## config.mk

```make
export PLATFORM = sky130hd
export DESIGN_NAME = ahbpassthru_offchip_flat
export DESIGN_NICKNAME = d
export VERILOG_FILES = /design/src/rtl/ahbpassthru_pkg.sv /design/src/rtl/ahbpassthru_offchip_if.sv /design/src/rtl/ahbpassthru_tmo.sv /design/src/rtl/ahbpassthru_offchip.sv /design/src/flat_wrapper.sv
export SDC_FILE = /design/constraint.sdc
export NUM_CORES = 1
export LEC_CHECK = 0
export ABC_AREA = 1
export BUFFER_PORTS_ARGS = -buffer_cell sky130_fd_sc_hd__clkbuf_2
export CAP_MARGIN = 20
export CORE_ASPECT_RATIO = 0.7
export CORE_MARGIN = 2
export CORE_UTILIZATION = 47
export DETAILED_ROUTE_END_ITERATION = 10
export GPL_TIMING_DRIVEN = 0
export PLACE_DENSITY = 0.79
export SYNTH_ARGS = -nofsm -noshare
export SYNTH_HDL_FRONTEND = slang
export SYNTH_SLANG_ARGS = --single-unit
```

## constraint.sdc

```tcl
create_clock -name clk -period 1.89 [get_ports clk]
set_clock_uncertainty 0.15 [all_clocks]
set_input_delay 0.378 -clock clk [delete_from_list [all_inputs] [get_ports clk]]
set_output_delay 0.378 -clock clk [all_outputs]
set_load 0.02 [all_outputs]
```

## src/rtl/ahbpassthru_pkg.sv

```systemverilog
// Shared definitions for the AHB pass-through to an off-chip request/ack port:
// bus encodings, controller state encoding and the timeout counter width.
package ahbpassthru_pkg;

  typedef enum logic [1:0] {
    HTRANS_IDLE   = 2'd0,
    HTRANS_BUSY   = 2'd1,
    HTRANS_NONSEQ = 2'd2,
    HTRANS_SEQ    = 2'd3
  } htrans_e;

  localparam logic [1:0] HRESP_OKAY  = 2'd0;
  localparam logic [1:0] HRESP_ERROR = 2'd1;

  typedef enum logic [2:0] {
    ST_IDLE = 3'd0,
    ST_ADDR = 3'd1,
    ST_WAIT = 3'd2,
    ST_DONE = 3'd3,
    ST_ERR1 = 3'd4,
    ST_ERR2 = 3'd5
  } state_e;

  localparam int CNT_W = 8;

endpackage

```

## src/rtl/ahbpassthru_offchip_if.sv

```systemverilog
// Bus bundle: AHB slave-side signals plus the off-chip request/response port.
// The slave modport is the bridge's view; master is the surrounding system.
interface ahbpassthru_offchip_if #(parameter int DATAWIDTH = 32);

  logic                 hsel;
  logic [31:0]          haddr;
  logic                 hwrite;
  logic [1:0]           htrans;
  logic [2:0]           hsize;
  logic [DATAWIDTH-1:0] hwdata;
  logic                 hready;
  logic                 hready_o;
  logic [1:0]           hresp;
  logic [DATAWIDTH-1:0] hrdata;

  logic                 x_req;
  logic [31:0]          x_addr;
  logic                 x_write;
  logic [2:0]           x_size;
  logic [DATAWIDTH-1:0] x_wdata;
  logic [DATAWIDTH-1:0] x_rdata;
  logic                 x_ack;
  logic                 x_err;

  modport slave (
    input  hsel, haddr, hwrite, htrans, hsize, hwdata, hready,
    output hready_o, hresp, hrdata,
    output x_req, x_addr, x_write, x_size, x_wdata,
    input  x_rdata, x_ack, x_err
  );

  modport master (
    output hsel, haddr, hwrite, htrans, hsize, hwdata, hready,
    input  hready_o, hresp, hrdata,
    input  x_req, x_addr, x_write, x_size, x_wdata,
    output x_rdata, x_ack, x_err
  );

endinterface

```

## src/rtl/ahbpassthru_tmo.sv

```systemverilog
// Saturating wait-cycle counter; expire flags that the count has reached a
// non-zero limit (a zero limit never expires).
module ahbpassthru_tmo
  import ahbpassthru_pkg::*;
(
  input  logic             clk,
  input  logic             rstn,
  input  logic             clr,
  input  logic             en,
  input  logic [CNT_W-1:0] limit,
  output logic             expire
);

  logic [CNT_W-1:0] cnt_q, cnt_d;

  always_comb begin
    cnt_d = cnt_q;
    if (clr) begin
      cnt_d = '0;
    end else if (en && (cnt_q != '1)) begin
      cnt_d = cnt_q + 1'b1;
    end
  end

  always_ff @(posedge clk or negedge rstn) begin
    if (!rstn) begin
      cnt_q <= '0;
    end else begin
      cnt_q <= cnt_d;
    end
  end

  assign expire = (limit != '0) && (cnt_q == limit);

endmodule

```

## src/rtl/ahbpassthru_offchip.sv

```systemverilog
// AHB slave that forwards each accepted transfer to an off-chip req/ack port,
// stretching the data phase until the far side acknowledges, errors or times out.
module ahbpassthru_offchip
  import ahbpassthru_pkg::*;
#(
  parameter int DATAWIDTH = 32,
  parameter int TIMEOUT   = 255
) (
  input  logic                  clk,
  input  logic                  rstn,
  ahbpassthru_offchip_if.slave  bus
);

  localparam logic [2:0]       MAX_SIZE  = 3'($clog2(DATAWIDTH / 8));
  localparam logic [CNT_W-1:0] TMO_LIMIT = CNT_W'(TIMEOUT);

  state_e               state_q, state_d;
  logic                 x_req_q, x_req_d;
  logic [31:0]          x_addr_q, x_addr_d;
  logic                 x_write_q, x_write_d;
  logic [2:0]           x_size_q, x_size_d;
  logic [DATAWIDTH-1:0] x_wdata_q, x_wdata_d;
  logic [DATAWIDTH-1:0] hrdata_q, hrdata_d;

  logic accept;
  logic size_bad;
  logic tmo_clr;
  logic tmo_en;
  logic tmo_expire;
  logic hready_o;
  logic [1:0] hresp;

  assign accept   = bus.hsel && bus.hready &&
                    ((bus.htrans == HTRANS_NONSEQ) || (bus.htrans == HTRANS_SEQ));
  assign size_bad = bus.hsize > MAX_SIZE;
  assign tmo_clr  = (state_q == ST_ADDR);
  assign tmo_en   = (state_q == ST_WAIT);

  ahbpassthru_tmo u_tmo (
    .clk    (clk),
    .rstn   (rstn),
    .clr    (tmo_clr),
    .en     (tmo_en),
    .limit  (TMO_LIMIT),
    .expire (tmo_expire)
  );

  // NOTE: every signal written here gets its default first, so no path can
  // leave one unassigned and infer a latch.
  always_comb begin
    state_d   = state_q;
    x_req_d   = x_req_q;
    x_addr_d  = x_addr_q;
    x_write_d = x_write_q;
    x_size_d  = x_size_q;
    x_wdata_d = x_wdata_q;
    hrdata_d  = hrdata_q;
    hready_o  = 1'b1;
    hresp     = HRESP_OKAY;

    unique case (state_q)
      ST_IDLE, ST_DONE, ST_ERR2: begin
        if (state_q == ST_ERR2) hresp = HRESP_ERROR;
        if (accept) begin
          x_addr_d  = bus.haddr;
          x_write_d = bus.hwrite;
          x_size_d  = bus.hsize;
          // Oversized transfers never reach the far side.
          state_d   = size_bad ? ST_ERR1 : ST_ADDR;
        end else begin
          state_d = ST_IDLE;
        end
      end
      ST_ADDR: begin
        hready_o  = 1'b0;
        x_wdata_d = bus.hwdata;
        x_req_d   = 1'b1;
        state_d   = ST_WAIT;
      end
      ST_WAIT: begin
        hready_o = 1'b0;
        // Error beats a simultaneous ack; responses only count while requesting.
        if (x_req_q && bus.x_err) begin
          x_req_d = 1'b0;
          state_d = ST_ERR1;
        end else if (x_req_q && bus.x_ack) begin
          hrdata_d = bus.x_rdata;
          x_req_d  = 1'b0;
          state_d  = ST_DONE;
        end else if (tmo_expire) begin
          x_req_d = 1'b0;
          state_d = ST_ERR1;
        end
      end
      ST_ERR1: begin
        hready_o = 1'b0;
        hresp    = HRESP_ERROR;
        state_d  = ST_ERR2;
      end
      default: begin
        x_req_d = 1'b0;
        state_d = ST_IDLE;
      end
    endcase
  end

  // NOTE: state updates use non-blocking assignments so every flop samples
  // the pre-edge values regardless of statement order.
  always_ff @(posedge clk or negedge rstn) begin
    if (!rstn) begin
      state_q   <= ST_IDLE;
      x_req_q   <= 1'b0;
      x_addr_q  <= '0;
      x_write_q <= 1'b0;
      x_size_q  <= '0;
      x_wdata_q <= '0;
      hrdata_q  <= '0;
    end else begin
      state_q   <= state_d;
      x_req_q   <= x_req_d;
      x_addr_q  <= x_addr_d;
      x_write_q <= x_write_d;
      x_size_q  <= x_size_d;
      x_wdata_q <= x_wdata_d;
      hrdata_q  <= hrdata_d;
    end
  end

  assign bus.hready_o = hready_o;
  assign bus.hresp    = hresp;
  assign bus.hrdata   = hrdata_q;
  assign bus.x_req    = x_req_q;
  assign bus.x_addr   = x_addr_q;
  assign bus.x_write  = x_write_q;
  assign bus.x_size   = x_size_q;
  assign bus.x_wdata  = x_wdata_q;

endmodule

```

## src/flat_wrapper.sv

```systemverilog
// flat-port wrapper written by rule: the top's interface ports become plain ports
module ahbpassthru_offchip_flat import ahbpassthru_pkg::*;
#(
  parameter int DATAWIDTH = 32,
  parameter int TIMEOUT   = 255
)
  (clk, rstn, bus_hsel, bus_haddr, bus_hwrite, bus_htrans, bus_hsize, bus_hwdata, bus_hready, bus_hready_o, bus_hresp, bus_hrdata, bus_x_req, bus_x_addr, bus_x_write, bus_x_size, bus_x_wdata, bus_x_rdata, bus_x_ack, bus_x_err);
  ahbpassthru_offchip_if #(.DATAWIDTH(DATAWIDTH)) bus_i ();
  input  logic clk;
  input  logic rstn;
  input wire logic [$bits(bus_i.hsel)-1:0] bus_hsel;
  input wire logic [$bits(bus_i.haddr)-1:0] bus_haddr;
  input wire logic [$bits(bus_i.hwrite)-1:0] bus_hwrite;
  input wire logic [$bits(bus_i.htrans)-1:0] bus_htrans;
  input wire logic [$bits(bus_i.hsize)-1:0] bus_hsize;
  input wire logic [$bits(bus_i.hwdata)-1:0] bus_hwdata;
  input wire logic [$bits(bus_i.hready)-1:0] bus_hready;
  output wire logic [$bits(bus_i.hready_o)-1:0] bus_hready_o;
  output wire logic [$bits(bus_i.hresp)-1:0] bus_hresp;
  output wire logic [$bits(bus_i.hrdata)-1:0] bus_hrdata;
  output wire logic [$bits(bus_i.x_req)-1:0] bus_x_req;
  output wire logic [$bits(bus_i.x_addr)-1:0] bus_x_addr;
  output wire logic [$bits(bus_i.x_write)-1:0] bus_x_write;
  output wire logic [$bits(bus_i.x_size)-1:0] bus_x_size;
  output wire logic [$bits(bus_i.x_wdata)-1:0] bus_x_wdata;
  input wire logic [$bits(bus_i.x_rdata)-1:0] bus_x_rdata;
  input wire logic [$bits(bus_i.x_ack)-1:0] bus_x_ack;
  input wire logic [$bits(bus_i.x_err)-1:0] bus_x_err;
  assign bus_i.hsel = bus_hsel;
  assign bus_i.haddr = bus_haddr;
  assign bus_i.hwrite = bus_hwrite;
  assign bus_i.htrans = bus_htrans;
  assign bus_i.hsize = bus_hsize;
  assign bus_i.hwdata = bus_hwdata;
  assign bus_i.hready = bus_hready;
  assign bus_hready_o = bus_i.hready_o;
  assign bus_hresp = bus_i.hresp;
  assign bus_hrdata = bus_i.hrdata;
  assign bus_x_req = bus_i.x_req;
  assign bus_x_addr = bus_i.x_addr;
  assign bus_x_write = bus_i.x_write;
  assign bus_x_size = bus_i.x_size;
  assign bus_x_wdata = bus_i.x_wdata;
  assign bus_i.x_rdata = bus_x_rdata;
  assign bus_i.x_ack = bus_x_ack;
  assign bus_i.x_err = bus_x_err;
  ahbpassthru_offchip #(.DATAWIDTH(DATAWIDTH), .TIMEOUT(TIMEOUT)) u_core (.clk(clk), .rstn(rstn), .bus(bus_i));
endmodule
```

Word level (Yosys, flattened, before mapping)
Index checks and enable logic that the tools add are counted.
- output and inout port bits: 104
- bits in registers: 112
- logic and storage cells: 51
- input bits: 108
- $add $sub $neg: 1
- bitwise logic cells: 2
- reductions and logical operators: 14
- muxes and demuxes: 15
- equal/unequal tests: 10
- $lt $le $gt $ge: 1
- operators with widths (kind ; number):
    8-bit 2-to-1 mux ; 2
    3-bit 2-to-1 mux ; 5
    3-bit case mux with 4 select lines ; 1
    8-bit by 1-bit adder with 8-bit output, second input constant ; 1
    8-bit equality test, second input constant ; 1
    8-bit != test, second input constant ; 1
    3-bit by 2-bit equality test with 1-bit output, second input constant ; 2
    3-bit equality test, second input constant ; 2
    3-bit OR reduction ; 2
    1-bit logical AND ; 5
    1-bit 2-to-1 mux ; 5
    2-bit equality test, second input constant ; 2
    4-bit by 1-bit != test with 1-bit output, second input constant ; 1
    2-bit case mux with 2 select lines ; 1
    2-bit AND reduction ; 2
    4-bit OR reduction ; 1
    3-bit by 1-bit equality test with 1-bit output, second input constant ; 1
    3-bit by 2-bit greater-than comparator with 1-bit output, second input constant ; 1
    3-bit logical NOT ; 1
    1-bit case mux with 3 select lines ; 1
    3-bit AND reduction ; 1
    1-bit NOT ; 2
    2-bit nonzero test ; 1
    1-bit logical OR ; 1

Depth between registers and ports, before layout
- depth after elaboration: 5
- mapped depth: 9
- depth with buffers taken out: 9

Hierarchy
From an unflattened synthesis, not the netlist that was laid out.
- cell total of the unflattened synthesis: 568
- area, all modules: 4951.0 um^2
- by module, submodules not included (module ; area each (um^2) ; seq. area each (um^2) ; cells each ; instances):
    ahbpassthru_offchip ; 4299.1 ; 2602.5 ; 471 ; 1
    ahbpassthru_tmo ; 651.9 ; 200.2 ; 97 ; 1

Least setup slack after synthesis
OpenSTA, ideal clock, no wires.
- path type: reg-to-output
- start point: reg u_core.state_q[0]
- end point: out bus_hready_o
- buffers on the path: 1
- stages on the path, launching flop included: 6
- path slack: 0.132 ns
- arrival: 1.230 ns
- data required time: 1.362 ns
- cell sequence: dfrtp_1 > inv_1 > nand3_1 > inv_2 > buf_4 > nor3_1
- word-level cells in the longest chain between the ends: 3
- elaborated cells on any way between the ends: 5
- those cells by class: eq/ne (3); mux (1); reduce/logical (1)
- ends and longest elaborated chain (element ; line ; text):
    start: declaration ; ahbpassthru_offchip.sv:17 ; state_e state_q, state_d;
    start signal: assignment ; ahbpassthru_offchip.sv:119 ; state_q <= state_d;
    3-bit by 2-bit equality test with 1-bit output (tied with other cells) ; ahbpassthru_offchip.sv:61 ; unique case (state_q)
    3-bit OR reduction (no line) * ; -- ;
    1-bit 2-to-1 mux * ; ahbpassthru_offchip.sv:61 ;
    end: declaration ; flat_wrapper.sv:18 ; output wire logic [$bits(bus_i.hready_o)-1:0] bus_hready_o;
Mark *: on every way between the ends. The rest lies on a longest branch, timed or not.

Worst setup path in the final report
- start point: reg u_core.state_q[2]
- end point: out bus_hready_o
The elaborated chain is that of the path after synthesis.

==> impl_metrics.prom <==
# TYPE chip_impl_metric gauge
chip_impl_info{name="status",value="finished with violations"} 1
chip_impl_info{name="failing_checks",value="negative hold slack, negative setup slack"} 1
chip_impl_metric{name="placeableCoreArea",unit="µm²"} 9610
chip_impl_metric{name="max_freq",unit="GHz"} 0.525
chip_impl_info{name="setup.worst_path.start_class",value="register"} 1
chip_impl_metric{name="antennaDiodeCount",unit=""} 0
chip_impl_metric{name="power_per_cell_area",unit="nW/µm²"} 1700
chip_impl_metric{name="gp_congestion",unit=""} 0.816
chip_impl_metric{name="crit_path_max_incr_delay",unit="ns"} 0.44
chip_impl_metric{name="avgRoutedWirePerCell",unit="µm"} 13.6
chip_impl_metric{name="yosys.area.top_type_share",unit="%"} 60.7
chip_impl_metric{name="tritoncts.num_buffers",unit=""} 9
chip_impl_info{name="cts_tree",value="done"} 1
chip_impl_metric{name="grt_antenna_before_repair",unit=""} 0
chip_impl_info{name="worst_path_top_cell_family_by_delay",value="flip-flops"} 1
chip_impl_metric{name="worstSkewPairLatency",unit="ns"} 0.34
chip_impl_info{name="clockRootBuffer",value="clkbuf_16"} 1
chip_impl_metric{name="number_of_global_route_vias_before_repair",unit=""} 4016
chip_impl_metric{name="initial_core_util",unit="%"} 48.1
chip_impl_metric{name="final_antenna_net_count",unit=""} 0
chip_impl_metric{name="max-clock-path-buffers",unit=""} 2
chip_impl_metric{name="holdWs",unit="ns"} -0.0287
chip_impl_metric{name="vdd_ir_drop_max",unit="mV"} 0.910
chip_impl_metric{name="yosysSeqAreaShare",unit="%"} 60.7
chip_impl_metric{name="clk_transition_reported_paths",unit="ns"} 0.07
chip_impl_info{name="slowest_stage",value="dfrtp_1"} 1
chip_impl_metric{name="maxSlewHeadroom",unit="%"} 40.6
chip_impl_metric{name="yosys.cell_types.count",unit=""} 21
chip_impl_metric{name="grt_start_max_net_pins",unit=""} 113
chip_impl_metric{name="crit_path_max_fanout",unit=""} 3
chip_impl_info{name="worst_path_most_repeated_cell",value="inv_2"} 1
chip_impl_metric{name="critical_path.n_buffers_inverters",unit=""} 3
chip_impl_metric{name="route.final.wire_length",unit="mm"} 12.2
chip_impl_metric{name="cts_num_sinks",unit=""} 112
chip_impl_info{name="crit_path_cell_trace",value="inv_2 -> nor2_4 -> nand2_2 -> inv_2 -> nor3_2 -> buf_4"} 1
chip_impl_metric{name="vias_per_cell",unit=""} 4.89
chip_impl_metric{name="worst_ep_arrival_time",unit="ns"} 1.38
chip_impl_metric{name="dp.final_hpwl",unit="mm"} 9.05
chip_impl_info{name="rsz_0062_raised_after_global_routing",value="yes"} 1
chip_impl_metric{name="drcViolationCount",unit=""} 0
chip_impl_metric{name="drt_iter0_markers",unit=""} 271
chip_impl_metric{name="utilization",unit="%"} 64.6
chip_impl_info{name="startpoint",value="u_core.state_q[2]$_DFFE_PN0P_"} 1
chip_impl_metric{name="grt_first_pass_wirelength",unit="mm"} 19.1
chip_impl_info{name="endpoint_class_of_the_critical_path",value="output pin"} 1
chip_impl_metric{name="synthesis.area",unit="µm²"} 4620
chip_impl_metric{name="final_nets",unit=""} 874
chip_impl_metric{name="timing.final.setup_violations",unit=""} 1
chip_impl_metric{name="number_of_cells_on_the_worst_reg_to_reg_path",unit=""} 8
chip_impl_metric{name="setup_ws",unit="ns"} -0.0134
chip_impl_metric{name="synthToLayoutAreaGrowth",unit="%"} 34.4
chip_impl_metric{name="net_count_after_synthesis",unit=""} 650
chip_impl_metric{name="die_w",unit="µm"} 123
chip_impl_metric{name="number_of_detailed_routing_iterations_run_before_antenna_repair",unit=""} 5
chip_impl_metric{name="avgSynthCellArea",unit="µm²"} 8.54
chip_impl_metric{name="total_congestion_overflow_after_global_routing",unit=""} 0
chip_impl_metric{name="final_period_minus_worst_setup_slack",unit="ns"} 1.90
chip_impl_metric{name="number_of_input_and_output_port_buffers_inserted",unit=""} 209
chip_impl_metric{name="vias",unit=""} 4391
chip_impl_metric{name="synth_register_bits",unit=""} 112
chip_impl_metric{name="total_power",unit="µW"} 10600
chip_impl_info{name="synth_top_area_cell",value="dfrtp_1"} 1
chip_impl_metric{name="timing.max_cap.violations",unit=""} 0
chip_impl_info{name="post_synth_main_area_contributors",value="dfrtp_1 (61%), nand2_1 (22%), nand3_1 (8.4%), buf_4 (1.8%), buf_2 (1.4%)"} 1
chip_impl_metric{name="drive_above_1_share",unit="%"} 34.9
chip_impl_metric{name="maxSlewViolCount",unit=""} 0
chip_impl_metric{name="hold_buffer_count_at_cts",unit=""} 0
chip_impl_metric{name="grtUsageTotal",unit="%"} 22.7
chip_impl_metric{name="htree_levels",unit=""} 3
chip_impl_metric{name="num_rows",unit=""} 30
chip_impl_metric{name="synth_cells",unit=""} 541
chip_impl_metric{name="ff2ff_setup_slack",unit="ns"} 0.19
chip_impl_info{name="regToRegEndpoint",value="u_core.bus.hrdata[29]$_DFFE_PN0P_"} 1
chip_impl_metric{name="max_slew.worst_pin.slew",unit="ns"} 0.891
chip_impl_metric{name="finalHoldViolCount",unit=""} 20
chip_impl_metric{name="layout_worst_path_cycle_share",unit="%"} 101
chip_impl_info{name="crit_type",value="reg -> out"} 1
chip_impl_metric{name="p_leak",unit="µW"} 0.00369
chip_impl_metric{name="fp.dieArea",unit="µm²"} 10700
chip_impl_metric{name="worst-endpoint-required",unit="ns"} 1.36
chip_impl_metric{name="die_y",unit="µm"} 87.0
chip_impl_metric{name="yosys_warnings",unit=""} 0
chip_impl_metric{name="num_io_pins",unit=""} 212
chip_impl_info{name="worstReg2RegStart",value="u_core.state_q[2]$_DFFE_PN0P_"} 1
chip_impl_info{name="hp-class",value="in -> async"} 1
==> how the worst max path moves through the flow <==
stage / to / cells after the start / slack (ns)
floorplan: bus_hready_o / 5 / 0.13
global placement: u_core.bus.x_wdata[25]$_DFFE_PN0P_ / 1 / -1.22
detailed placement: u_core.bus.hrdata[22]$_DFFE_PN0P_ / 7 / 0.15
CTS: bus_hready_o / 6 / -0.01
global route: bus_hready_o / 6 / -0.06
finish: bus_hready_o / 6 / -0.01
==> registers in the layout (all words and copies together) (netlist names) <==
| signal | count |
|---|---|
| u_core.bus.hrdata | 32 |
| u_core.bus.x_addr | 32 |
| u_core.bus.x_wdata | 32 |
| u_core.u_tmo.cnt_q | 8 |
| u_core.bus.x_size | 3 |
| u_core.state_q | 3 |
| u_core.bus.x_req | 1 |
| u_core.bus.x_write | 1 |
==> layer usage <==
metal | global-route usage [%] | vias to the layer above | routed length, µm
met5 | 0 | - | 0
met4 | 6.17 | 0 | 148
met3 | 7.98 | 15 | 1190
met2 | 36.1 | 193 | 5600
met1 | 29.7 | 2053 | 5270
li1 | - | 2130 | -
==> layout by cell type (no fill, tap or decap), types with 2 or more instances in the layout <==
master / n
clkbuf_8: 3
inv_2: 4
buf_2: 13
nor2_4: 2
a21oi_1: 2
dfrtp_1: 111
clkbuf_1: 5
nand2_1: 267
clkbuf_16: 9
clkbuf_2: 207
xor2_1: 3
clkinvlp_4: 2
inv_1: 10
nand3_1: 77
buf_4: 16
nand2_2: 3
o21ai_1: 4
o21ai_0: 3
nor2_1: 15
inv_8: 2
==> Yosys cell counts (all sizes together) <==
library cell and number:
buf 24, inv 16, nand4 1, xor2 3, clkbuf 5, nor2 18
o21ai 7, nand3 79, dfrtp 112, a21oi 2, conb 1, ha 1
nand2 270, and3 1, nor3 1
==> cells by family after synthesis <==
family | Yosys count | share of synthesized area [%]
AND/OR/NAND/NOR | 370 | 32.5
flip-flops | 112 | 60.7
buffers and inverters | 45 | 4.90
AO/OA/AOI/OAI | 9 | 0.975
XOR/XNOR | 3 | 0.569
adder cells (fa/ha/maj) | 1 | 0.271
other | 1 | 0.0812
==> timing repair <==
item | in CTS | in global routing
gates resized for setup | 17 | 2
buffers inserted | 2 | 3
pin swaps | 1 | 0
endpoints found under the setup margin | 1 | 1
==> stage by stage <==
stage,hold slack (ns),worst slack (ns),instance area (µm²),TNS [ns],cells
6_report,-0.0287,-0.0134,6210,-0.0134,898
5_1_grt,0.0696,-0.0642,6210,-0.0642,898
2_1_floorplan,-0.0676,0.132,4620,0,541
3_3_place_gp,0.303,-1.22,5830,-135.36,878
3_5_place_dp,0.309,0.151,5840,0,878
4_1_cts,0.0444,-0.0141,6180,-0.0141,895
==> power by group <==
part | leakage, µW | total (µW) | switching (µW) | internal (µW)
Sequential | 0.00143 | 4050 | 633 | 3420
Combinational | 0.00212 | 4670 | 3150 | 1520
Clock | 0.000140 | 1840 | 859 | 977
==> final cells by class <==
class | instances | area (µm²)
plain buffers | 28 | 159
clock buffers | 11 | 253
inverters | 16 | 70.1
clock inverters | 5 | 40.0
multi-input cells | 384 | 1630
well taps | 128 | 160
repair buffers | 214 | 1090
fillers | 829 | 3400
flip-flops and latches | 112 | 2800
Power figures use the tool's default switching activity.
